File: src/rtl/invader_formation_mover.sv
// invader_formation_mover
// Moves the whole invader formation in fixed point. It marches the formation
// horizontally. On an edge hit it descends a fixed distance and then reverses
// direction. Speed rises in saturating levels, and the formation stops for good
// once it reaches the bottom row.
//
// Optional feature macro: INVADER_MOVE_BOUNDS_EN
//   When defined, the block also checks the X limits itself. A march that reaches
//   RIGHT_LIMIT or LEFT_LIMIT clamps X to that limit and raises a pending hit,
//   exactly as an external hit would.
//
// Ports:
//   clk, resetN       clock, asynchronous active-low reset
//   startOfFrame      one-cycle pulse per frame; all motion happens on this cycle
//   enable            1 = motion allowed; 0 = freeze position/state/pending hit
//   speedUp           one-cycle pulse: level +1, saturating at MAX_LEVEL
//   hitLeft/hitRight  edge contact reported by the collision logic
//   topLeftX/Y        formation corner in pixels (integer part, clamped at 0)
//   dirLeft           1 = marching left
//   descending        1 while descending
//   atBottom          sticky: formation reached BOTTOM_Y
//   level             current speed level
module invader_formation_mover #(
  parameter int FRAC_BITS   = 6,
  parameter int INIT_X      = 40,
  parameter int INIT_Y      = 60,
  parameter int BASE_SPEED  = 32,
  parameter int SPEED_STEP  = 16,
  parameter int MAX_LEVEL   = 7,
  parameter int DROP_PIX    = 16,
  parameter int DROP_SPEED  = 128,
  parameter int BOTTOM_Y    = 400
`ifdef INVADER_MOVE_BOUNDS_EN
  ,
  parameter int LEFT_LIMIT  = 0,
  parameter int RIGHT_LIMIT = 560
`endif
) (
  input  logic        clk,
  input  logic        resetN,
  input  logic        startOfFrame,
  input  logic        enable,
  input  logic        speedUp,
  input  logic        hitLeft,
  input  logic        hitRight,
  output logic [10:0] topLeftX,
  output logic [10:0] topLeftY,
  output logic        dirLeft,
  output logic        descending,
  output logic        atBottom,
  output logic [2:0]  level
);

  localparam int unsigned PW         = 11 + FRAC_BITS + 1;
  localparam int unsigned DROP_TOTAL = DROP_PIX << FRAC_BITS;
  localparam int unsigned DW         = $clog2(DROP_TOTAL + 1);

`ifdef INVADER_MOVE_BOUNDS_EN
  localparam int unsigned LEFT_POS   = LEFT_LIMIT << FRAC_BITS;
  localparam int unsigned RIGHT_POS  = RIGHT_LIMIT << FRAC_BITS;
`endif

  typedef enum logic [1:0] {MARCH_R, MARCH_L, DESCEND, STOPPED} state_t;

  state_t               state, state_n;
  logic signed [PW-1:0] pos_x, pos_y, pos_x_n, pos_y_n;
  logic [DW-1:0]        drop_cnt, drop_n, drop_rem, drop_step;
  logic [PW-1:0]        speed;
  logic                 pend_hit, pend_n;
  logic                 ret_left, ret_n;
  logic                 dir_n, bottom_n, hit_c, move;
  logic [2:0]           level_n;
`ifdef INVADER_MOVE_BOUNDS_EN
  logic [10:0]          new_px;
`endif

  // Integer pixel part of a fixed-point position; negative positions read as 0.
  function automatic logic [10:0] to_pix(input logic signed [PW-1:0] p);
    return p[PW-1] ? 11'd0 : 11'(p >>> FRAC_BITS);
  endfunction

  // Next-state and datapath computation.
  always_comb begin
    state_n  = state;
    pos_x_n  = pos_x;
    pos_y_n  = pos_y;
    pend_n   = pend_hit;
    drop_n   = drop_cnt;
    ret_n    = ret_left;
    dir_n    = dirLeft;
    bottom_n = atBottom;
    hit_c    = 1'b0;
`ifdef INVADER_MOVE_BOUNDS_EN
    new_px   = 11'd0;
`endif
    move      = startOfFrame & enable;
    // The move on a speedUp frame still uses the level held in the register.
    speed     = PW'(BASE_SPEED) + PW'(level) * PW'(SPEED_STEP);
    drop_rem  = DW'(DROP_TOTAL) - drop_cnt;
    drop_step = (drop_rem > DW'(DROP_SPEED)) ? DW'(DROP_SPEED) : drop_rem;
    level_n   = (speedUp && level != 3'(MAX_LEVEL)) ? 3'(level + 3'd1) : level;

    case (state)
      MARCH_R, MARCH_L: begin
        hit_c = (state == MARCH_R) ? hitRight : hitLeft;
        if (move && pend_hit) begin
          // The frame that starts a descent makes no X move.
          state_n = DESCEND;
          pend_n  = 1'b0;
          drop_n  = '0;
          ret_n   = (state == MARCH_R);
        end else begin
          pend_n = pend_hit | hit_c;
          if (move) begin
            if (state == MARCH_R) pos_x_n = pos_x + $signed(speed);
            else                  pos_x_n = pos_x - $signed(speed);
`ifdef INVADER_MOVE_BOUNDS_EN
            new_px = to_pix(pos_x_n);
            if (state == MARCH_R && new_px >= 11'(RIGHT_LIMIT)) begin
              pos_x_n = PW'(RIGHT_POS);
              pend_n  = 1'b1;
            end else if (state == MARCH_L && new_px <= 11'(LEFT_LIMIT)) begin
              pos_x_n = PW'(LEFT_POS);
              pend_n  = 1'b1;
            end
`endif
          end
        end
      end
      DESCEND: begin
        if (move) begin
          // The last step is shortened so the total descent is exactly DROP_PIX.
          pos_y_n = pos_y + $signed(PW'(drop_step));
          drop_n  = drop_cnt + drop_step;
          if (drop_n == DW'(DROP_TOTAL)) begin
            state_n = ret_left ? MARCH_L : MARCH_R;
            dir_n   = ret_left;
          end
        end
      end
      default: ;
    endcase

    // Reaching the bottom overrides any other state change.
    if (move && state != STOPPED && to_pix(pos_y_n) >= 11'(BOTTOM_Y)) begin
      bottom_n = 1'b1;
      state_n  = STOPPED;
    end
  end

  // State, position and registered outputs.
  always_ff @(posedge clk or negedge resetN) begin
    if (!resetN) begin
      state      <= MARCH_R;
      pos_x      <= PW'(INIT_X << FRAC_BITS);
      pos_y      <= PW'(INIT_Y << FRAC_BITS);
      drop_cnt   <= '0;
      pend_hit   <= 1'b0;
      ret_left   <= 1'b0;
      level      <= 3'd0;
      topLeftX   <= 11'(INIT_X);
      topLeftY   <= 11'(INIT_Y);
      dirLeft    <= 1'b0;
      descending <= 1'b0;
      atBottom   <= 1'b0;
    end else begin
      state      <= state_n;
      pos_x      <= pos_x_n;
      pos_y      <= pos_y_n;
      drop_cnt   <= drop_n;
      pend_hit   <= pend_n;
      ret_left   <= ret_n;
      level      <= level_n;
      topLeftX   <= to_pix(pos_x_n);
      topLeftY   <= to_pix(pos_y_n);
      dirLeft    <= dir_n;
      descending <= (state_n == DESCEND);
      atBottom   <= bottom_n;
    end
  end

endmodule

File: config.mk
export PLATFORM = sky130hd
export DESIGN_NAME = invader_formation_mover
export DESIGN_NICKNAME = d
export VERILOG_FILES = /design/src/rtl/invader_formation_mover.sv
export SDC_FILE = /design/constraint.sdc
export NUM_CORES = 1
export LEC_CHECK = 0
export CAP_MARGIN = 20
export CORE_ASPECT_RATIO = 0.5
export CORE_UTILIZATION = 28
export CTS_CLUSTER_SIZE = 25
export DETAILED_ROUTE_END_ITERATION = 10
export PLACE_DENSITY = 0.5
export SLEW_MARGIN = 20
export SYNTH_ARGS = -nofsm -noshare
export SYNTH_HDL_FRONTEND = slang
export SYNTH_SLANG_ARGS = --single-unit
File: constraint.sdc
create_clock -name clk -period 8.4 [get_ports clk]
set_input_delay 1.68 -clock clk [delete_from_list [all_inputs] [get_ports clk]]
set_output_delay 1.68 -clock clk [all_outputs]
set_load 0.005 [all_outputs]
==> impl_results.html, run 1 <==
<table>
<tr><th>Metric</th><th>Value</th></tr>
<tr><th colspan="2">Clock network</th></tr>
<tr><td>Deepest clock path buffer count</td><td>2</td></tr>
<tr><td>Clock Tree Root</td><td>clkbuf_16</td></tr>
<tr><td>Clock latency reported for the late side of the worst-skew pair</td><td>0.33 ns</td></tr>
<tr><td>Hold bufs inserted after CTS</td><td>0</td></tr>
<tr><td>H-tree depth reported by CTS</td><td>3</td></tr>
<tr><td>TritonCTS Buffers</td><td>9</td></tr>
<tr><td>CTS clock-pin slew for the worst setup and hold paths</td><td>~0.06 ns</td></tr>
<tr><td>Setup Fix Bufs, Post-CTS</td><td>0</td></tr>
<tr><td>Post-CTS resize count</td><td>0</td></tr>
<tr><td>CTS sink count</td><td>75</td></tr>
<tr><td>TritonCTS clock tree</td><td>done</td></tr>
<tr><th colspan="2">Floorplan</th></tr>
<tr><td>Std-Cell Core Area</td><td>16,680 sq um</td></tr>
<tr><td>Die Span Y</td><td>about 95 microns</td></tr>
<tr><td>Die width</td><td>188.5 microns</td></tr>
<tr><td>Io pins</td><td>35</td></tr>
<tr><td>Initial standard-cell utilization of the core</td><td>29.20%</td></tr>
<tr><td>Count of standard-cell rows</td><td>33</td></tr>
<tr><td>Floorplan die area</td><td>about 18,000 sq um</td></tr>
<tr><th colspan="2">Global routing</th></tr>
<tr><td>Largest net degree at the start of global routing</td><td>76</td></tr>
<tr><td>Total track usage</td><td>around an eighth</td></tr>
<tr><td>Global-route congestion overflow total</td><td>0</td></tr>
<tr><td>Via count of the first global-routing pass</td><td>~3,700</td></tr>
<tr><td>Number of antenna violations at the first check in global routing</td><td>0</td></tr>
<tr><td>First-pass GRT wire length</td><td>about 19 mm</td></tr>
<tr><th colspan="2">STA</th></tr>
<tr><td>Count of pins over their slew limit</td><td>0</td></tr>
<tr><td>Layout Skew</td><td>approximately 0.0065 ns</td></tr>
<tr><td>Worst-Margin Slew</td><td>about 0.97 ns</td></tr>
<tr><td>Highest clock frequency the design can meet</td><td>roughly 0.15 GHz</td></tr>
<tr><td>Setup repair after global routing missed its margin</td><td>no</td></tr>
<tr><td>Worst relative slew slack</td><td>35.51%</td></tr>
<tr><td>Min setup slack post-route</td><td>roughly 1.9 ns</td></tr>
<tr><td>Count of final hold-check violations</td><td>0</td></tr>
<tr><td>Setup violation total in the final timing report</td><td>0</td></tr>
<tr><td>Post-route clock period utilization</td><td>between 70% and 80%</td></tr>
<tr><td>Crit path time final</td><td>between 6 and 7 ns</td></tr>
<tr><td>Final-layout setup total negative slack</td><td>0 ns</td></tr>
<tr><th colspan="2">Logic synthesis</th></tr>
<tr><td>Most used flip-flop cell after synthesis</td><td>dfrtp_1</td></tr>
<tr><td>Number of enable-type register cells in the synthesized netlist</td><td>0</td></tr>
<tr><td>Unique cell type count in the Yosys netlist</td><td>a little over 60</td></tr>
<tr><td>Largest cells by area after synthesis</td><td>dfrtp_1 32%, ha_1 9.2%, dfstp_2 6.5%</td></tr>
<tr><td>Fraction of post-synthesis cell area in the top cell type by area</td><td>32.37%</td></tr>
<tr><td>Register area share after synthesis</td><td>38.84%</td></tr>
<tr><td>Netlist Area Pre-Place</td><td>about 5000 sq um</td></tr>
<tr><td>Synthesized area per cell</td><td>about 9.4 sq um</td></tr>
<tr><td>Cell type with the highest aggregate area in the netlist</td><td>dfrtp_1</td></tr>
<tr><td>Count of synthesis-stage warnings from yosys</td><td>0</td></tr>
<tr><td>Synth Instances</td><td>approximately 520</td></tr>
<tr><td>Share of synthesized registers carrying an async set or reset</td><td>100.0%</td></tr>
<tr><td>Yosys reg bits</td><td>75</td></tr>
<tr><th colspan="2">Worst hold path</th></tr>
<tr><td>Cell depth of the worst min-delay path</td><td>2</td></tr>
<tr><td>Class of the tightest hold or removal check</td><td>reg -&gt; reg</td></tr>
<tr><td>Endpoint, Worst Hold</td><td>pos_y[9]</td></tr>
<tr><td>Launch point of the worst hold path</td><td>pos_y[9]</td></tr>
<tr><th colspan="2">Placement</th></tr>
<tr><td># placed instances</td><td>approximately 770</td></tr>
<tr><td>Post-placement setup slack</td><td>~1.7 ns</td></tr>
<tr><td>Count of buffers from port buffering</td><td>34</td></tr>
<tr><td>Final HPWL DP</td><td>a little over 8 mm</td></tr>
<tr><td>Global placer's final weighted congestion</td><td>0.8727</td></tr>
<tr><td>Post-Place Cell Area</td><td>about 5500 sq um</td></tr>
<tr><th colspan="2">Layout</th></tr>
<tr><td>Number of fill cells</td><td>about 1,700</td></tr>
<tr><td>Area of the multi-input gates</td><td>2839 sq um</td></tr>
<tr><td>Combined flip-flop and latch cell area</td><td>1892 sq um</td></tr>
<tr><td>Number of nets in the layout</td><td>600</td></tr>
<tr><td>Diodes inserted</td><td>0</td></tr>
<tr><td>Area delta synth-&gt;final</td><td>19.09%</td></tr>
<tr><td>Final std cells w/o fill</td><td>786</td></tr>
<tr><td>Non-Filler Cell Area, Final</td><td>5801 sq um</td></tr>
<tr><td>Layout Utilization</td><td>between 30% and 40%</td></tr>
<tr><td>Share of final-layout standard cells stronger than drive strength 1</td><td>11.45%</td></tr>
<tr><th colspan="2">Drt</th></tr>
<tr><td>Total wirelength of the detailed-routed design</td><td>~11 mm</td></tr>
<tr><td>Routed via count</td><td>roughly 3,800</td></tr>
<tr><td>WL/cell</td><td>between 10 and 15 microns</td></tr>
<tr><td>Iteration-0 DRC Markers</td><td>161</td></tr>
<tr><td>Post-detailed-route DRC marker count</td><td>0</td></tr>
<tr><td>Routed via count divided by cell count</td><td>approximately 4.8</td></tr>
<tr><td>Antenna-violating nets left</td><td>0</td></tr>
<tr><td>Length of the first detailed-routing pass in iterations</td><td>4</td></tr>
<tr><th colspan="2">Worst setup path</th></tr>
<tr><td>Endpoint type of the worst setup path</td><td>register</td></tr>
<tr><td>Worst-case reg-to-reg path depth</td><td>19</td></tr>
<tr><td>Endpoint arrival time on the critical path</td><td>6.71 ns</td></tr>
<tr><td>Startpoint of the lowest-slack register-to-register path</td><td>drop_cnt[0]</td></tr>
<tr><td>Critical path startpoint category</td><td>register</td></tr>
<tr><td>Crit Reg-Reg Endpoint</td><td>atBottom</td></tr>
<tr><td>Reg-to-reg setup timing slack</td><td>1.90 ns</td></tr>
<tr><td>Critical path class</td><td>reg -&gt; reg</td></tr>
<tr><td>Worst-path maximum fanout</td><td>13</td></tr>
<tr><td>Required time reported for the critical path endpoint</td><td>between 8 and 9 ns</td></tr>
<tr><th colspan="2">Power</th></tr>
<tr><td>Net load switching power</td><td>between 1 and 1.5 mW</td></tr>
<tr><td>Share of total power consumed by net switching</td><td>42.24%</td></tr>
<tr><td>Worst ir drop on vdd</td><td>roughly 0.19 mV</td></tr>
<tr><td>Leakage power</td><td>about 2.6 nW</td></tr>
<tr><td>Share of total power in the clock network</td><td>~16%</td></tr>
<tr><td>Int Power</td><td>1.467 mW</td></tr>
<tr><td>Combinational share of power</td><td>about three fifths</td></tr>
<tr><td>Sequential share of power</td><td>between 20% and 30%</td></tr>
<tr><td>Cell Pwr Density</td><td>~440 nW/um^2</td></tr>
<tr><th colspan="2">Run</th></tr>
<tr><td>Max-cap check violation count</td><td>0</td></tr>
<tr><th colspan="2">Status</th></tr>
<tr><td>Status</td><td>completed</td></tr>
</table>
[cells by family (layout without fill, tap and decap cells)]
logic type,count (synthesis),in the layout,share of synthesized area (%)
xor+xnor,40,40,7.192
buf+inv,37,76,3.237
fa+ha+maj,39,39,10.48
mux,22,22,5.009
simple gates,189,189,19.80
other cells,1,4,0.07699
compound gates,114,114,15.36
flops,75,75,38.84
[cell usage after synthesis (5+ instances only)]
| cell type | count |
|---|---|
| a21o_1 | 8 |
| a21oi_1 | 27 |
| a31oi_1 | 7 |
| and3_1 | 7 |
| clkbuf_1 | 11 |
| dfrtp_1 | 63 |
| dfstp_2 | 12 |
| ha_1 | 36 |
| inv_1 | 21 |
| mux2_2 | 14 |
| mux2i_1 | 6 |
| nand2_1 | 50 |
| nand2b_1 | 6 |
| nand3_1 | 14 |
| nor2_1 | 38 |
| nor2b_1 | 22 |
| nor3_1 | 18 |
| o21ai_0 | 27 |
| o21bai_1 | 7 |
| or2_2 | 5 |
| xnor2_1 | 27 |
| xor2_1 | 13 |
[worst max-delay path: stages (launching register included)]
cell and delay (ns):
dfrtp_1 0.42, inv_1 0.19, ha_1 0.25, or4b_4 0.52
or4_1 0.44, a211o_1 0.32, nand2_2 0.19, and2_1 0.45
and3_1 0.25, ha_1 0.26, inv_1 0.08, o21ai_0 0.11
a211oi_1 0.37, o31ai_1 0.15, a2111oi_1 0.78, nor4b_1 0.16
xor2_1 0.63, nor2_1 0.15, o31a_1 0.37, or2_2 0.28
[layout make-up]
| cell class | instances | share of cell area [%] |
|---|---|---|
| Multi-Input combinational cell | 408 | 48.94 |
| Sequential cell | 75 | 32.61 |
| Timing Repair Buffer | 39 | 6.687 |
| Tap cell | 227 | 4.896 |
| Clock buffer | 10 | 3.947 |
| Clock inverter | 6 | 1.553 |
| Inverter | 21 | 1.359 |
[placed cells by master (no fill, tap or decap), drive strengths merged, types with 5 or more instances in the layout]
cell	synthesis	routed
clkbuf	11	10
dfrtp	63	63
nand2b	6	6
nand2	52	52
xnor2	27	27
a31oi	7	7
dfstp	12	12
ha	36	36
nor2	38	38
o21ai	29	29
or2	5	5
nand3	14	14
xor2	13	13
mux2i	6	6
clkdlybuf4s50	0	33
nor3	20	20
and3	8	8
a21oi	27	27
buf	5	6
inv	21	21
a21o	8	8
mux2	16	16
o21bai	7	7
nor2b	22	22
[worst max path at each step]
stage / start / end / slack (ns)
floorplan: drop_cnt[0] / atBottom / 2.99
global placement: drop_cnt[0] / atBottom / 2.04
detailed placement: drop_cnt[0] / atBottom / 1.75
CTS: drop_cnt[0] / atBottom / 1.71
global route: drop_cnt[0] / atBottom / 1.29
finish: drop_cnt[0] / atBottom / 1.90
[flip-flops by register name, summed over array words and instances (netlist names), 2 cells and up]
register	cells
pos_y	18
state	2
topLeftY	11
topLeftX	11
drop_cnt	11
pos_x	14
level	3
[per-stage QoR]
step | total power, mW | hold WS, ns
3_5_place_dp | 2.125 | 0.4764
2_1_floorplan | 1.754 | 0.4446
5_1_grt | 2.787 | 0.5081
4_1_cts | 2.555 | 0.4915
3_3_place_gp | 2.117 | 0.4724
6_report | 2.540 | 0.4887
[power by group through the flow]
stage	Clock, mW	Sequential (mW)	Combinational [mW]
floorplan	0	0.613	1.14
global placement	0	0.649	1.47
detailed placement	0	0.655	1.47
CTS	0.428	0.650	1.48
global route	0.442	0.673	1.67
finish	0.413	0.648	1.48
[per-layer routing]
metal | share of wire (%) | global-route usage, % | up-vias
met4 | 1.2 | 4.167 | 0
met5 | 0 | 0 | -
met3 | 3.6 | 3.165 | 9
met2 | 44 | 20.96 | 61
li1 | - | - | 1903
met1 | 51 | 18.11 | 1785
Note: power is estimated with default switching activity, not from simulation.
==> run 2: changes to the inputs <==
==> constraint.sdc (replaced) <==
create_clock -name clk -period 6.1 [get_ports clk]
set_input_delay 1.22 -clock clk [delete_from_list [all_inputs] [get_ports clk]]
set_output_delay 1.22 -clock clk [all_outputs]
set_load 0.005 [all_outputs]
==> run 2 against run 1 <==
Effect of this change:
- non-clock buffer count rose by 4
- power rose by 39%
- cell area grew 0.52%
- worst setup slack lost 1.3 ns
- flip-flop and latch count unchanged
- critical endpoint is now state[1]
==> impl_results.html, run 2 (synthesis results as in run 1) <==
<table>
<tr><th>Metric</th><th>Value</th></tr>
<tr><th colspan="2">Worst setup path</th></tr>
<tr><td>Required time reported for the critical path endpoint</td><td>6.36 ns (-2.25 ns)</td></tr>
<tr><td>Crit Reg-Reg Endpoint</td><td>state[1]</td></tr>
<tr><td>Endpoint arrival time on the critical path</td><td>5.80 ns (-0.91 ns)</td></tr>
<tr><td>Ordered list of cells on the worst path</td><td>inv_1 &gt; ha_1 &gt; or4b_4 &gt; or4_1 &gt; a211o_1 &gt; nand2_2 &gt; nand2_2 &gt; nor3_1 &gt; ha_1 &gt; and3_1 &gt; a22oi_1 &gt; a211oi_1 &gt; nor3_1 &gt; nor3b_1 &gt; xor2_1 &gt; inv_1 &gt; a2111oi_0 &gt; o31a_1 &gt; o21bai_1</td></tr>
<tr><td>Critical path startpoint category</td><td>register</td></tr>
<tr><td>Master of the slowest instance on the critical path</td><td>or4b_4</td></tr>
<tr><td>Startpoint of the lowest-slack register-to-register path</td><td>drop_cnt[0]</td></tr>
<tr><td>Worst path buffer plus inverter count</td><td>2 (unchanged)</td></tr>
<tr><td>Critical path class</td><td>reg -&gt; reg</td></tr>
<tr><td>Delay of the slowest critical-path stage</td><td>0.52 ns (-0.26 ns)</td></tr>
<tr><td>Worst-path maximum fanout</td><td>11 (-2)</td></tr>
<tr><td>Family with the most delay on the worst path</td><td>simple AND/OR/NAND/NOR gates</td></tr>
<tr><td>Worst-case reg-to-reg path depth</td><td>19 (unchanged)</td></tr>
<tr><td>Endpoint type of the worst setup path</td><td>register</td></tr>
<tr><td>Reg-to-reg setup timing slack</td><td>0.56 ns (-1.34 ns)</td></tr>
<tr><th colspan="2">Floorplan</th></tr>
<tr><td>Initial standard-cell utilization of the core</td><td>29.20% (unchanged)</td></tr>
<tr><td>Floorplan die area</td><td>17,960 sq um (unchanged)</td></tr>
<tr><td>Io pins</td><td>35 (unchanged)</td></tr>
<tr><td>Die Span Y</td><td>95.27 microns (unchanged)</td></tr>
<tr><td>Die width</td><td>188.5 microns (unchanged)</td></tr>
<tr><td>Std-Cell Core Area</td><td>16,680 sq um (unchanged)</td></tr>
<tr><td>Count of standard-cell rows</td><td>33 (unchanged)</td></tr>
<tr><th colspan="2">Layout</th></tr>
<tr><td>Number of nets in the layout</td><td>604 (+0.67%)</td></tr>
<tr><td>Max FFs per register</td><td>18 (unchanged)</td></tr>
<tr><td>Register containing the most flip-flops in the final layout</td><td>pos_y</td></tr>
<tr><td>Non-Filler Cell Area, Final</td><td>5831 sq um (+0.52%)</td></tr>
<tr><td>Share of final-layout standard cells stronger than drive strength 1</td><td>12.08% (+0.63 points)</td></tr>
<tr><td>Area delta synth-&gt;final</td><td>19.70%</td></tr>
<tr><td>Number of fill cells</td><td>1,726 (+2.8%)</td></tr>
<tr><td>Most frequent cells in the layout</td><td>63 x dfrtp_1, 50 x nand2_1, 38 x nor2_1, 36 x ha_1, 33 x clkdlybuf4s50_1</td></tr>
<tr><td>Commonest non-fill, non-tap cell in the layout</td><td>dfrtp_1</td></tr>
<tr><td>Diodes inserted</td><td>0 (unchanged)</td></tr>
<tr><td>Largest registers in the final layout</td><td>pos_y x18, pos_x x14</td></tr>
<tr><th colspan="2">STA</th></tr>
<tr><td>Crit path time final</td><td>5.537 ns (-0.9596 ns)</td></tr>
<tr><td>Setup repair after global routing missed its margin</td><td>no</td></tr>
<tr><td>Worst relative slew slack</td><td>32.64% (-2.9 points)</td></tr>
<tr><td>Post-route clock period utilization</td><td>90.77% (+13 points)</td></tr>
<tr><td>Setup violation total in the final timing report</td><td>0 (unchanged)</td></tr>
<tr><td>Count of final hold-check violations</td><td>0 (unchanged)</td></tr>
<tr><td>Count of pins over their slew limit</td><td>0 (unchanged)</td></tr>
<tr><td>Layout Skew</td><td>0.01012 ns (+0.003616 ns)</td></tr>
<tr><td>Final-layout setup total negative slack</td><td>0 ns (unchanged)</td></tr>
<tr><td>Worst-Margin Slew</td><td>1.008 ns (+0.04304 ns)</td></tr>
<tr><td>Highest clock frequency the design can meet</td><td>0.1806 GHz (+17%)</td></tr>
<tr><th colspan="2">Run</th></tr>
<tr><td>Max-cap check violation count</td><td>0 (unchanged)</td></tr>
<tr><th colspan="2">Drt</th></tr>
<tr><td>Iteration-0 DRC Markers</td><td>200 (+24%)</td></tr>
<tr><td>Length of the first detailed-routing pass in iterations</td><td>4 (unchanged)</td></tr>
<tr><td>Post-detailed-route DRC marker count</td><td>0 (unchanged)</td></tr>
<tr><td>WL/cell</td><td>14.04 microns (-0.74%)</td></tr>
<tr><td>Routed via count</td><td>3,814 (+1.5%)</td></tr>
<tr><td>Routed via count divided by cell count</td><td>4.828 (+0.98%)</td></tr>
<tr><td>Antenna-violating nets left</td><td>0 (unchanged)</td></tr>
<tr><td>Total wirelength of the detailed-routed design</td><td>11.09 mm (-0.23%)</td></tr>
<tr><th colspan="2">Global routing</th></tr>
<tr><td>First-pass GRT wire length</td><td>19.09 mm (+1.5%)</td></tr>
<tr><td>Total track usage</td><td>13.46% (+0.14 points)</td></tr>
<tr><td>Number of antenna violations at the first check in global routing</td><td>0 (unchanged)</td></tr>
<tr><td>Largest net degree at the start of global routing</td><td>76 (unchanged)</td></tr>
<tr><td>Global-route congestion overflow total</td><td>0 (unchanged)</td></tr>
<tr><td>Via count of the first global-routing pass</td><td>3,840 (+3.6%)</td></tr>
<tr><th colspan="2">Placement</th></tr>
<tr><td>Global placer's final weighted congestion</td><td>0.8798 (+0.81%)</td></tr>
<tr><td>Final HPWL DP</td><td>7.901 mm (-1.8%)</td></tr>
<tr><td>Count of buffers from port buffering</td><td>34 (unchanged)</td></tr>
<tr><td>Post-Place Cell Area</td><td>5498 sq um (+0.69%)</td></tr>
<tr><th colspan="2">Clock network</th></tr>
<tr><td>Deepest clock path buffer count</td><td>2 (unchanged)</td></tr>
<tr><td>CTS clock-pin slew for the worst setup and hold paths</td><td>0.06 ns (about the same)</td></tr>
<tr><td>H-tree depth reported by CTS</td><td>3 (unchanged)</td></tr>
<tr><td>TritonCTS Buffers</td><td>9 (unchanged)</td></tr>
<tr><td>Clock Tree Root</td><td>clkbuf_16</td></tr>
<tr><td>Setup Fix Bufs, Post-CTS</td><td>0 (unchanged)</td></tr>
<tr><td>CTS sink count</td><td>75 (unchanged)</td></tr>
<tr><td>TritonCTS clock tree</td><td>done</td></tr>
<tr><td>Hold bufs inserted after CTS</td><td>0 (unchanged)</td></tr>
<tr><td>Post-CTS resize count</td><td>0 (unchanged)</td></tr>
<tr><td>Clock latency reported for the late side of the worst-skew pair</td><td>0.34 ns (about the same)</td></tr>
<tr><th colspan="2">Worst hold path</th></tr>
<tr><td>Cell depth of the worst min-delay path</td><td>2 (unchanged)</td></tr>
<tr><td>Endpoint, Worst Hold</td><td>pos_y[3]</td></tr>
<tr><td>Class of the tightest hold or removal check</td><td>reg -&gt; reg</td></tr>
<tr><td>Launch point of the worst hold path</td><td>pos_y[3]</td></tr>
<tr><th colspan="2">Power</th></tr>
<tr><td>Worst ir drop on vdd</td><td>0.2331 mV (+25%)</td></tr>
<tr><td>Leakage power</td><td>2.615 nW (+1.4%)</td></tr>
<tr><td>Total power of the final layout</td><td>3.534 mW (+39%)</td></tr>
<tr><td>Cell Pwr Density</td><td>606.0 nW/um^2 (+38%)</td></tr>
<tr><th colspan="2">Status</th></tr>
<tr><td>Status</td><td>completed</td></tr>
</table>
run 2: cell count changes in the layout (fill, tap and decap cells not counted), sizes merged:
cell,previous run,this run
buf,6,10
clkinvlp,4,1
clkbuf,10,12
clkinv,0,1
run 2: how the worst max path moves through the flow:
stage | cells after the start | endpoint | from | slack (ns)
global route | 19 | descending | drop_cnt[1] | 0.01
finish | 19 | state[1] | drop_cnt[0] | 0.56
CTS | 19 | state[1] | drop_cnt[0] | 0.54
global placement | 18 | dirLeft | drop_cnt[0] | 0.71
floorplan | 21 | atBottom | drop_cnt[0] | 0.69
detailed placement | 20 | atBottom | drop_cnt[0] | 0.57
run 2: power by group:
group	internal, mW	switching, mW	total (mW)
logic	0.964	1.11	2.07
clock network	0.380	0.213	0.593
registers	0.714	0.156	0.870
total	2.06	1.48	3.53
run 2: routing by layer:
layer	global-route usage, %	vias to the layer above	wire, microns
met5	0	-	0
met4	4.368	0	162
li1	-	1918	-
met2	22.12	60	5049
met1	17.73	1823	5544
met3	2.871	13	334
run 2: final cells by class:
class                      count  area (sq um)  area share [%]
multi-input combinational    408          2838           48.67
timing repair buffer          43         409.1           7.017
clock buffer                  12         256.5           4.399
inverter                      21         78.83           1.352
clock inverter                 4         72.57           1.245
sequential                    75          1892           32.45
tap                          227         284.0           4.871
run 2: worst register-to-register path, stage by stage, from the launching register on:
cell and delay, ns:
dfrtp_1 0.42, inv_1 0.17, ha_1 0.25, or4b_4 0.52
or4_1 0.45, a211o_1 0.31, nand2_2 0.20, nand2_2 0.17
nor3_1 0.28, ha_1 0.31, and3_1 0.18, a22oi_1 0.31
a211oi_1 0.17, nor3_1 0.49, nor3b_1 0.13, xor2_1 0.19
inv_1 0.08, a2111oi_0 0.45, o31a_1 0.25, o21bai_1 0.14
run 2: through the flow:
stage               hold slack [ns]  worst slack [ns]  std cells  util [%]
finish                       0.4787            0.5631        790     34.95
global route                 0.5086           0.01111        790     34.95
CTS                          0.4832            0.5427        790     34.93
detailed placement           0.4670            0.5713        774     32.96
global placement             0.4615            0.7118        774     32.96
floorplan                    0.4446            0.6859        520         -
==> run 3: changes to the inputs <==
--- a/config.mk
+++ b/config.mk
@@ -7,10 +7,10 @@
 export LEC_CHECK = 0
 export CAP_MARGIN = 20
 export CORE_ASPECT_RATIO = 0.5
-export CORE_UTILIZATION = 28
+export CORE_UTILIZATION = 45
 export CTS_CLUSTER_SIZE = 25
 export DETAILED_ROUTE_END_ITERATION = 10
-export PLACE_DENSITY = 0.5
+export PLACE_DENSITY = 0.7
 export SLEW_MARGIN = 20
 export SYNTH_ARGS = -nofsm -noshare
 export SYNTH_HDL_FRONTEND = slang
==> run 3 against run 2 <==
Effect of this change:
- sequential share of layout area is 0.83 points higher
- non-clock buffer count stayed put
- die area is 37% lower
- combinational power hardly changed
- final cell count is 11% lower
- register-to-register slack hardly changed
- sequential power is 0.5% higher
- utilization is 20 points higher
- critical endpoint is now atBottom
==> impl_results.html, run 3 (synthesis results as in run 1) <==
<table>
<tr><th>Metric</th><th>Value</th></tr>
<tr><th colspan="2">Status</th></tr>
<tr><td>Status</td><td>completed</td></tr>
<tr><th colspan="2">Clock network</th></tr>
<tr><td>Clock latency reported for the late side of the worst-skew pair</td><td>0.34 ns (about the same)</td></tr>
<tr><td>CTS sink count</td><td>75 (unchanged)</td></tr>
<tr><td>Setup Fix Bufs, Post-CTS</td><td>0 (unchanged)</td></tr>
<tr><td>H-tree depth reported by CTS</td><td>3 (unchanged)</td></tr>
<tr><td>TritonCTS Buffers</td><td>9 (unchanged)</td></tr>
<tr><td>Hold bufs inserted after CTS</td><td>0 (unchanged)</td></tr>
<tr><td>Clock Tree Root</td><td>clkbuf_16</td></tr>
<tr><td>CTS clock-pin slew for the worst setup and hold paths</td><td>0.06 ns (about the same)</td></tr>
<tr><td>TritonCTS clock tree</td><td>done</td></tr>
<tr><td>Post-CTS resize count</td><td>0 (unchanged)</td></tr>
<tr><td>Deepest clock path buffer count</td><td>2 (unchanged)</td></tr>
<tr><th colspan="2">Power</th></tr>
<tr><td>Total power of the final layout</td><td>3.468 mW (-1.9%)</td></tr>
<tr><td>Worst ir drop on vdd</td><td>0.3059 mV (+31%)</td></tr>
<tr><td>Cell Pwr Density</td><td>610.0 nW/um^2 (+0.65%)</td></tr>
<tr><td>Leakage power</td><td>2.602 nW (-0.49%)</td></tr>
<tr><th colspan="2">Global routing</th></tr>
<tr><td>Via count of the first global-routing pass</td><td>3,689 (-3.9%)</td></tr>
<tr><td>Largest net degree at the start of global routing</td><td>76 (unchanged)</td></tr>
<tr><td>Number of antenna violations at the first check in global routing</td><td>0 (unchanged)</td></tr>
<tr><td>Total track usage</td><td>20.57% (+7.1 points)</td></tr>
<tr><td>First-pass GRT wire length</td><td>17.68 mm (-7.4%)</td></tr>
<tr><td>Global-route congestion overflow total</td><td>0 (unchanged)</td></tr>
<tr><th colspan="2">Worst setup path</th></tr>
<tr><td>Required time reported for the critical path endpoint</td><td>6.32 ns (-0.04 ns)</td></tr>
<tr><td>Critical path class</td><td>reg -&gt; reg</td></tr>
<tr><td>Endpoint arrival time on the critical path</td><td>5.76 ns (-0.04 ns)</td></tr>
<tr><td>Reg-to-reg setup timing slack</td><td>0.57 ns (about the same)</td></tr>
<tr><td>Worst-path maximum fanout</td><td>11 (unchanged)</td></tr>
<tr><td>Endpoint type of the worst setup path</td><td>register</td></tr>
<tr><td>Critical path startpoint category</td><td>register</td></tr>
<tr><th colspan="2">STA</th></tr>
<tr><td>Final-layout setup total negative slack</td><td>0 ns (unchanged)</td></tr>
<tr><td>Crit path time final</td><td>5.535 ns (-0.002153 ns)</td></tr>
<tr><td>Worst-Margin Slew</td><td>0.9900 ns (-0.01842 ns)</td></tr>
<tr><td>Post-route clock period utilization</td><td>90.73% (about the same)</td></tr>
<tr><td>Setup repair after global routing missed its margin</td><td>no</td></tr>
<tr><td>Layout Skew</td><td>0.009012 ns (-0.001108 ns)</td></tr>
<tr><td>Count of final hold-check violations</td><td>0 (unchanged)</td></tr>
<tr><td>Highest clock frequency the design can meet</td><td>0.1807 GHz (about the same)</td></tr>
<tr><td>Count of pins over their slew limit</td><td>0 (unchanged)</td></tr>
<tr><td>Setup violation total in the final timing report</td><td>0 (unchanged)</td></tr>
<tr><td>Worst relative slew slack</td><td>33.87% (+1.2 points)</td></tr>
<tr><th colspan="2">Drt</th></tr>
<tr><td>Routed via count</td><td>3,892 (+2.0%)</td></tr>
<tr><td>Length of the first detailed-routing pass in iterations</td><td>4 (unchanged)</td></tr>
<tr><td>Antenna-violating nets left</td><td>0 (unchanged)</td></tr>
<tr><td>Routed via count divided by cell count</td><td>5.536 (+15%)</td></tr>
<tr><td>Total wirelength of the detailed-routed design</td><td>10.47 mm (-5.6%)</td></tr>
<tr><td>Iteration-0 DRC Markers</td><td>254 (+27%)</td></tr>
<tr><td>Post-detailed-route DRC marker count</td><td>0 (unchanged)</td></tr>
<tr><td>WL/cell</td><td>14.89 microns (+6.1%)</td></tr>
<tr><th colspan="2">Layout</th></tr>
<tr><td>Most frequent cells in the layout</td><td>63 x dfrtp_1, 50 x nand2_1, 38 x nor2_1, 36 x ha_1, 33 x clkdlybuf4s50_1</td></tr>
<tr><td>Largest registers in the final layout</td><td>pos_y x18, pos_x x14</td></tr>
<tr><td>Commonest non-fill, non-tap cell in the layout</td><td>dfrtp_1</td></tr>
<tr><td>Diodes inserted</td><td>0 (unchanged)</td></tr>
<tr><td>Area delta synth-&gt;final</td><td>16.72%</td></tr>
<tr><td>Max FFs per register</td><td>18 (unchanged)</td></tr>
<tr><td>Register containing the most flip-flops in the final layout</td><td>pos_y</td></tr>
<tr><td>Layout Utilization</td><td>54.79% (+20 points)</td></tr>
<tr><td>Share of final-layout standard cells stronger than drive strength 1</td><td>12.08% (unchanged)</td></tr>
<tr><td>Number of fill cells</td><td>951 (-45%)</td></tr>
<tr><td>Number of nets in the layout</td><td>604 (unchanged)</td></tr>
<tr><th colspan="2">Placement</th></tr>
<tr><td>Count of buffers from port buffering</td><td>34 (unchanged)</td></tr>
<tr><td>Global placer's final weighted congestion</td><td>0.8953 (+1.8%)</td></tr>
<tr><td>Final HPWL DP</td><td>7.391 mm (-6.5%)</td></tr>
<tr><th colspan="2">Floorplan</th></tr>
<tr><td>Io pins</td><td>35 (unchanged)</td></tr>
<tr><td>Die Span Y</td><td>75.57 microns (-21%)</td></tr>
<tr><td>Floorplan die area</td><td>11,270 sq um (-37%)</td></tr>
<tr><td>Die width</td><td>149.1 microns (-21%)</td></tr>
<tr><td>Initial standard-cell utilization of the core</td><td>46.94% (+18 points)</td></tr>
<tr><td>Count of standard-cell rows</td><td>26 (-21%)</td></tr>
<tr><td>Std-Cell Core Area</td><td>10,380 sq um (-38%)</td></tr>
<tr><th colspan="2">Run</th></tr>
<tr><td>Max-cap check violation count</td><td>0 (unchanged)</td></tr>
<tr><th colspan="2">Worst hold path</th></tr>
<tr><td>Class of the tightest hold or removal check</td><td>reg -&gt; reg</td></tr>
</table>
## run 3: where the power goes
part | internal [mW] | switching [mW]
combinational | 0.967 | 1.10
clock | 0.316 | 0.209
sequential | 0.715 | 0.160
total | 2.00 | 1.47
## run 3: final timing paths
kind                             start   endpoint  cells after the start
min in group asynchronous       resetN   pos_x[6]                      1
hold / removal               pos_y[14]  pos_y[14]                      1
hold reg to reg              pos_y[14]  pos_y[14]                      1
setup reg to reg           drop_cnt[0]   atBottom                     19
setup / recovery           drop_cnt[0]   atBottom                     19
max in group asynchronous       resetN   pos_y[4]                      1
## run 3: final cells by class
| class | count | area [sq um] | area share, % |
|---|---|---|---|
| inverters | 21 | 78.83 | 1.386 |
| flip-flops and latches | 75 | 1892 | 33.27 |
| multi-input cells | 408 | 2845 | 50.04 |
| clock buffers | 11 | 232.7 | 4.093 |
| repair buffers | 43 | 405.4 | 7.130 |
| well taps | 140 | 175.2 | 3.081 |
| clock inverters | 5 | 56.30 | 0.9903 |
## run 3: per-layer routing
layer,vias to the layer above,GRT usage (%),wire (microns)
met3,13,4.910,516
met5,-,0,0
li1,1918,-,-
met1,1880,27.19,5079
met2,81,34.06,4745
met4,0,6.349,130
## run 3: critical path: stages (launching register included)
cell       delay, ns
dfrtp_1         0.42
inv_1           0.18
ha_1            0.24
or4b_4          0.51
or4_1           0.44
a211o_1         0.31
nand2_2         0.19
and3_1          0.32
ha_1            0.27
a21oi_1         0.16
o21ai_0         0.13
a211oi_1        0.35
o31ai_1         0.13
a2111oi_0       0.49
buf_4           0.21
nor4b_1         0.05
xor2_1          0.25
nor2_1          0.10
o31a_1          0.34
or2_2           0.29
## run 3: stage by stage
step	instance area (sq um)	cells	hold WS, ns	setup slack (ns)
after floorplan	4882	520	0.4446	0.6859
after global placement	5389	687	0.4747	0.7677
after detailed placement	5389	687	0.4728	0.6280
after CTS	5678	703	0.4880	0.5789
after global routing	5685	703	0.5120	0.1617
final	5685	703	0.4877	0.5653
